==> src/rtl/pixel_packer_pkg.sv <==
// Shared defaults and helpers for the pixel_packer gearbox.
package pixel_packer_pkg;

    localparam int unsigned PP_IN_WIDTH_DEF  = 24;
    localparam int unsigned PP_OUT_WIDTH_DEF = 32;

    function automatic int unsigned pp_clog2(input int unsigned value);
        int unsigned result;
        result = 0;
        while ((32'd1 << result) < value) begin
            result = result + 1;
        end
        return result;
    endfunction

endpackage

==> src/rtl/packer_out_slot.sv <==
// Single-entry output register for pixel_packer; holds the word until the FIFO takes it.
module packer_out_slot #(
    parameter int unsigned WIDTH = 32
) (
    input  logic             i_clock,
    input  logic             i_reset,
    input  logic             i_clear,
    input  logic             i_fifoFull,
    input  logic             i_load,
    input  logic [WIDTH-1:0] i_data,
    input  logic             i_last,
    output logic             o_slotFree,
    output logic [WIDTH-1:0] o_wordData,
    output logic             o_wordValid,
    output logic             o_wordLast
);

    assign o_slotFree = !o_wordValid || !i_fifoFull;

    always_ff @(posedge i_clock or posedge i_reset) begin
        if (i_reset) begin
            o_wordData  <= '0;
            o_wordValid <= 1'b0;
            o_wordLast  <= 1'b0;
        end else if (i_clear) begin
            o_wordValid <= 1'b0;
            o_wordLast  <= 1'b0;
        end else if (i_load) begin
            o_wordData  <= i_data;
            o_wordValid <= 1'b1;
            o_wordLast  <= i_last;
        end else if (o_wordValid && !i_fifoFull) begin
            o_wordValid <= 1'b0;
            o_wordLast  <= 1'b0;
        end
    end

endmodule

==> src/rtl/pixel_packer.sv <==
// IN_WIDTH -> OUT_WIDTH pixel gearbox with backpressure, end-of-frame flush and clear.
// Define PIXEL_PACKER_LSB_FIRST_EN for LSB-first (right-aligned) packing.
module pixel_packer
    import pixel_packer_pkg::*;
#(
    parameter int unsigned IN_WIDTH  = PP_IN_WIDTH_DEF,
    parameter int unsigned OUT_WIDTH = PP_OUT_WIDTH_DEF,
    parameter int unsigned FILL_W    = pp_clog2(IN_WIDTH + OUT_WIDTH + 1)
) (
    input  logic                 i_clock,
    input  logic                 i_reset,
    input  logic                 i_clear,
    input  logic [IN_WIDTH-1:0]  i_pixelData,
    input  logic                 i_pixelValid,
    input  logic                 i_endOfFrame,
    output logic                 o_pixelReady,
    output logic [OUT_WIDTH-1:0] o_wordData,
    output logic                 o_wordValid,
    output logic                 o_wordLast,
    input  logic                 i_fifoFull
);

    localparam int unsigned ACC_W = IN_WIDTH + OUT_WIDTH;
    localparam logic [FILL_W-1:0] OUT_FILL = FILL_W'(OUT_WIDTH);
    localparam logic [FILL_W-1:0] IN_FILL  = FILL_W'(IN_WIDTH);

    logic [ACC_W-1:0]     r_acc;
    logic [FILL_W-1:0]    r_fill;
    logic                 r_flush;

    logic                 w_slotFree;
    logic                 w_emitNow;
    logic                 w_accept;
    logic                 w_lastNow;
    logic [FILL_W-1:0]    w_take;
    logic [FILL_W-1:0]    w_fillAfter;
    logic [FILL_W-1:0]    w_fillNext;
    logic [ACC_W-1:0]     w_accShift;
    logic [ACC_W-1:0]     w_pixelExt;
    logic [ACC_W-1:0]     w_accNext;
    logic [OUT_WIDTH-1:0] w_word;

    always_comb begin
        w_take      = (r_fill >= OUT_FILL) ? OUT_FILL : r_fill;
        w_emitNow   = w_slotFree && ((r_fill >= OUT_FILL) || (r_flush && (r_fill != '0)));
        w_fillAfter = r_fill - (w_emitNow ? w_take : '0);
        w_lastNow   = r_flush && (w_fillAfter == '0);
        o_pixelReady = !i_reset && !i_clear && !r_flush && (w_fillAfter < OUT_FILL);
        w_accept    = i_pixelValid && o_pixelReady;
        w_fillNext  = w_fillAfter + (w_accept ? IN_FILL : '0);
    end

    // The incoming pixel is positioned relative to the post-emit fill, so emit and accept share a cycle.
    always_comb begin
`ifdef PIXEL_PACKER_LSB_FIRST_EN
        w_word     = r_acc[OUT_WIDTH-1:0];
        w_accShift = r_acc >> OUT_WIDTH;
        w_pixelExt = ACC_W'(i_pixelData) << w_fillAfter;
`else
        w_word     = r_acc[ACC_W-1 -: OUT_WIDTH];
        w_accShift = r_acc << OUT_WIDTH;
        w_pixelExt = {i_pixelData, {OUT_WIDTH{1'b0}}} >> w_fillAfter;
`endif
        w_accNext = (w_emitNow ? w_accShift : r_acc) | (w_accept ? w_pixelExt : '0);
    end

    always_ff @(posedge i_clock or posedge i_reset) begin
        if (i_reset) begin
            r_acc   <= '0;
            r_fill  <= '0;
            r_flush <= 1'b0;
        end else if (i_clear) begin
            r_acc   <= '0;
            r_fill  <= '0;
            r_flush <= 1'b0;
        end else begin
            r_acc  <= w_accNext;
            r_fill <= w_fillNext;
            if (w_emitNow && w_lastNow) begin
                r_flush <= 1'b0;
            end else if (w_accept && i_endOfFrame) begin
                r_flush <= 1'b1;
            end
        end
    end

    packer_out_slot #(
        .WIDTH (OUT_WIDTH)
    ) u_out_slot (
        .i_clock     (i_clock),
        .i_reset     (i_reset),
        .i_clear     (i_clear),
        .i_fifoFull  (i_fifoFull),
        .i_load      (w_emitNow),
        .i_data      (w_word),
        .i_last      (w_lastNow),
        .o_slotFree  (w_slotFree),
        .o_wordData  (o_wordData),
        .o_wordValid (o_wordValid),
        .o_wordLast  (o_wordLast)
    );

endmodule

==> config.mk <==
export PLATFORM = sky130hd
export DESIGN_NAME = pixel_packer
export DESIGN_NICKNAME = d
export VERILOG_FILES = /design/src/rtl/pixel_packer_pkg.sv /design/src/rtl/packer_out_slot.sv /design/src/rtl/pixel_packer.sv
export SDC_FILE = /design/constraint.sdc
export NUM_CORES = 1
export LEC_CHECK = 0
export CAP_MARGIN = 0
export CORE_ASPECT_RATIO = 0.8
export CORE_MARGIN = 5
export CORE_UTILIZATION = 51
export DETAILED_ROUTE_END_ITERATION = 8
export HOLD_SLACK_MARGIN = 0.12
export PLACE_DENSITY = 0.81
export SLEW_MARGIN = 25
export SYNTH_ARGS = -nofsm -noshare
export SYNTH_HDL_FRONTEND = slang
export SYNTH_HIERARCHICAL = 1
export SYNTH_SLANG_ARGS = --single-unit
==> constraint.sdc <==
create_clock -name i_clock -period 4.1 [get_ports i_clock]
set_clock_uncertainty 0.05 [all_clocks]
set_input_delay 0.615 -clock i_clock [delete_from_list [all_inputs] [get_ports i_clock]]
set_output_delay 0.615 -clock i_clock [all_outputs]
set_load 0.1 [all_outputs]
# Yosys cells after proc, flatten, opt, wreduce, memory -nomap -nowiden
# Cells that the tools add are included.
# classes
n_shift	1
multipliers	0
n_mux	15
bitwise_logic	2
order_cmp	2
eq_ne	0
n_reduce_logical	22
n_addsub	2
n_div	0
# op_table
operator	count
two-way mux 56 bit	3
OR 56 bit	1
>> shifter 56 x 6 -> 56 bit	1
two-way mux 6 bit	3
logical AND 1 bit	10
two-way mux 1 bit	8
adder 6 x 5 -> 6 bit	1
>= comparator 6 bit, second input constant	1
zero test 6 bit	1
< comparator 6 bit, second input constant	1
nonzero test 3 bit	2
nonzero test 6 bit	1
subtractor 6 bit	1
zero test 1 bit	5
two-way mux 5 bit	1
logical OR 1 bit	2
AND reduction 2 bit	1
NOT 1 bit	1
# totals
elab_cells	50
latchBits	0
memories	0
output_inout_bits	35
reg_bits	97
mem_bits_ro	0
ramBits	0

# Longest topological paths before layout
# logic_depth
depth_word	13
mapped_depth	19
mapped_depth_nobuf	16

# By module
# Netlist, hierarchy kept.
# modules_own_cells
mod	cells_per_inst	area_per_inst_um2	seq_area_each_um2	n_inst
pixel_packer	499	4337.9	1576.5	1
packer_out_slot	79	1447.6	850.8	1

# Least setup slack after synthesis
# No wires, ideal clock.
# synth_path
path_type	register -> output
startpoint	reg u_out_slot.o_wordValid
endpoint	out o_pixelReady
path_buffers	3
arrival_ns	4.577
stages_incl_launch_ff	14
setup_slack_ns	-1.142
t_required_ns	3.435
cell_sequence	dfrtp_1 nand2_1 o21ai_1 clkbuf_1 clkbuf_1 nor2_1 nand2_1 ha_1 and2_1 a221oi_1 nand2_1 xnor2_1 buf_2 nor2b_1
# synth_between
elab_chain_cells	7
# synth_rtl
item	line_no	rtl
start, declared	packer_out_slot.sv:14	output logic o_wordValid,
start signal, assigned	packer_out_slot.sv:23	o_wordValid <= 1'b0;
start signal, assigned	packer_out_slot.sv:26	o_wordValid <= 1'b0;
start signal, assigned	packer_out_slot.sv:30	o_wordValid <= 1'b1;
zero test 1 bit	packer_out_slot.sv:18	assign o_slotFree = !o_wordValid || !i_fifoFull;
logical OR 1 bit	packer_out_slot.sv:18	
net w_slotFree	pixel_packer.sv:31	logic w_slotFree;
logical AND 1 bit	pixel_packer.sv:45	w_emitNow = w_slotFree && ((r_fill >= OUT_FILL) || (r_flush && (r_fill != '0)));
two-way mux 6 bit	pixel_packer.sv:46	w_fillAfter = r_fill - (w_emitNow ? w_take : '0);
subtractor 6 bit	pixel_packer.sv:46	
< comparator 6 bit	pixel_packer.sv:48	o_pixelReady = !i_reset && !i_clear && !r_flush && (w_fillAfter < OUT_FILL);
logical AND 1 bit	pixel_packer.sv:48	
end, declared	pixel_packer.sv:16	output logic o_pixelReady,
# The timed path passes the listed nets, and every way through them passes these cells.

# Worst setup path in the final report
# layout_path
startpoint	in i_fifoFull
endpoint	out o_pixelReady
# layout_between
elab_chain_cells	7
# layout_rtl
item	line_no	rtl
start, declared	pixel_packer.sv:20	input logic i_fifoFull
zero test 1 bit	packer_out_slot.sv:18	
logical OR 1 bit	packer_out_slot.sv:18	
net w_slotFree	pixel_packer.sv:31	
logical AND 1 bit	pixel_packer.sv:45	
two-way mux 6 bit	pixel_packer.sv:46	
subtractor 6 bit	pixel_packer.sv:46	
< comparator 6 bit	pixel_packer.sv:48	
logical AND 1 bit	pixel_packer.sv:48	
# The timed path passes the listed nets, and every way through them passes these cells.

==> impl_metrics.json <==
{
  "crit_arrival_ns": 3.19,
  "cp-end-kind": "output port",
  "die_h_um": 105.3,
  "stdcell_area_um2": 7056,
  "ys_types": 53,
  "power.density_nw_per_um2": 595.4,
  "fill_cells": 885,
  "tns_ns": 0,
  "dp_hpwl_um": 11850,
  "p_sw_uw": 1975,
  "power.leakage_uw": 0.003301,
  "drive_above_1_share_pct": 17.30,
  "avgViaCountPerCell": 6.127,
  "syn-num-nets": 616,
  "maxCapViolations": 0,
  "worst_ir_drop_vdd_uv": 387.2,
  "n_antenna_cell": 0,
  "totalWireLength_um": 15910,
  "crit_type": "in -> out",
  "grt_pass1_wl_um": 26280,
  "gr-total-overflow": 0,
  "min_path_type": "reg -> reg",
  "rsz0062_at_grt": "no",
  "setup_viol": 0,
  "grt_max_degree": 50,
  "synth_area_leaders": "dfrtp_1 42%, mux2i_1 10%, mux2_4 7.8%",
  "final_util_pct": 64.28,
  "netlist_instances": 578,
  "first_pass_iters": 5,
  "synth_edf_count": 0,
  "cts_buffers": 9,
  "final_cell_mix": "110 x nand2_1, 96 x dfrtp_1, 63 x clkdlybuf4s50_1",
  "hold_viol": 0,
  "seq_area_frac_synth_pct": 41.96,
  "cts_hold_buf": 0,
  "die_w_um": 129.1,
  "cts_tree": "done",
  "io_pins": 65,
  "gp_congestion": 0.9712,
  "ant_nets": 0,
  "timing.final.max_slew_violations": 0,
  "synth-main-ff-cell": "dfrtp_1",
  "drt_iter0_drc": 363,
  "rr_worst_depth": 13,
  "clk_latency_ns": 0.35,
  "placed_cell_area_um2": 6740,
  "start_kind": "input pin",
  "clkPwrFrac_pct": 20.0,
  "root_buffer": "clkbuf_16",
  "fin_cells": 797,
  "vias": 4883,
  "die_area_um2": 13590,
  "status": "complete, no violations",
  "p_seq_share_pct": 29.0,
  "drc": 0,
  "wire_per_inst_um": 19.96,
  "htreeDepth": 3,
  "dp.cells": 781,
  "io_buffers": 64,
  "ys_async_sr_fraction_pct": 100.0,
  "required_ns": 3.43,
  "synthToLayoutAreaGrowth_pct": 21.95,
  "hold_depth": 2,
  "grt_usage_pct": 24.17,
  "core-area_um2": 10980,
  "switching_share_pct": 47.02,
  "clk_pin_slew_ns": 0.07,
  "grt_antenna_before_repair": 0,
  "rows": 34,
  "fin_crit_ns": 3.858,
  "yosys.area.top_type": "dfrtp_1",
  "grt_pass1_vias": 4917,
  "slew_headroom_pct": 34.73,
  "fmax_mhz": 259.2,
  "final_common_cell": "nand2_1",
  "power_frac_comb_pct": 51.0,
  "yosys_warnings": 6,
  "worstMarginPinSlew_ns": 0.9760,
  "p_int_uw": 2225,
  "fin_crit_sh_pct": 94.09,
  "cts.sinks": 97,
  "synth.top_cell.area_share_pct": 41.96,
  "synth_area_um2": 5786,
  "syn_area_per_cell_um2": 10.01,
  "worst-path-max-fanout": 4,
  "start_util_pct": 52.71,
  "fin_nets": 686,
  "cts.path.max_buffers": 2,
  "synth_seq_cells": 97
}
-- routing by layer --
metal | share of wire, % | track usage, %
met5 | 0 | 0
met4 | 1.9 | 6.972
met3 | 6.9 | 4.853
met2 | 45 | 36.28
met1 | 46 | 35.57
-- cell usage after synthesis (4+ instances only) --
library cell,instances
a21oi_1,24
a31oi_1,17
inv_2,5
and3_1,4
o221ai_1,8
nor2_1,22
o2111ai_1,7
o211ai_1,15
clkbuf_1,18
nand2_1,110
mux2_4,30
buf_2,15
nor2b_1,5
inv_1,5
mux2i_1,60
nand3_1,17
o41ai_1,4
nor3_1,6
ha_1,6
o21ai_0,24
o31a_1,8
a221oi_1,13
buf_1,4
dfrtp_1,97
mux2_2,6
-- registers in the layout, indices dropped and copies added, names as in the netlist --
name,cells
r_acc,56
r_fill,6
r_flush,1
u_out_slot/o_wordData,32
u_out_slot/o_wordLast,1
u_out_slot/o_wordValid,1
-- power by group through the flow --
stage	logic (uW)	registers (uW)	clock network [uW]
3_5_place_dp	2120	1240	0
2_1_floorplan	882	1940	0
6_report	2140	1220	840
4_1_cts	2120	1220	848
3_3_place_gp	2090	1230	0
5_1_grt	2250	1240	893
-- logic make-up (layout without fill, tap and decap cells) --
logic type,count (synthesis),count (layout),synth area share [%]
XOR/XNOR,6,6,1.363
flip-flops,97,97,41.96
multiplexers,97,97,19.72
adder cells (fa/ha/maj),8,8,1.990
AO/OA/AOI/OAI,135,135,16.16
AND/OR/NAND/NOR,181,181,13.69
buffers and inverters,54,129,5.125
-- worst max-delay path, cell delays in order --
cell             delay [ns]
clkdlybuf4s50_1        0.43
nand2_1                0.11
o21ai_1                0.12
nor2_1                 0.25
nand2_1                0.11
ha_1                   0.39
and2_1                 0.20
a221oi_2               0.27
nand2_1                0.16
xnor2_2                0.20
nor2b_4                0.14
buf_12                 0.18
-- area by class of cell --
type                            instances  area, um2  share of cell area (%)
Tap cell                              144      180.2                   2.554
Timing Repair Buffer                  103       1006                   14.26
Clock inverter                          6      62.56                  0.8867
Clock buffer                           10      239.0                   3.387
Multi-Input combinational cell        427       3102                   43.96
Sequential cell                        97       2429                   34.42
Inverter                               10      37.54                  0.5320
-- through the flow --
step	power, uW	hold slack [ns]	setup WS, ns
detailed placement	3353	0.4141	0.07957
CTS	4192	0.4301	0.1181
global route	4381	0.4593	0.04453
finish	4201	0.4259	0.2425
floorplan	2818	0.3930	0.08832
global placement	3318	0.4066	0.06072
-- final timing paths --
check	from	end	slack, ns
max	i_fifoFull	o_pixelReady	0.24
min	r_acc[24]$_DFF_PP0_	r_acc[24]$_DFF_PP0_	0.43
max reg2reg	r_fill[1]$_DFF_PP0_	r_acc[22]$_DFF_PP0_	0.37
min reg2reg	r_acc[24]$_DFF_PP0_	r_acc[24]$_DFF_PP0_	0.43
max in group asynchronous	i_reset	r_acc[5]$_DFF_PP0_	2.54
min in group asynchronous	i_reset	u_out_slot/o_wordValid$_DFFE_PP0P_	0.70
-- timing repair --
action | CTS | global route
setup endpoints to repair | 0 | 1
buffers inserted | 0 | 0
resized for setup | 0 | 2
hold endpoints to repair | 0 | 0
(Power assumes the default switching activity.)
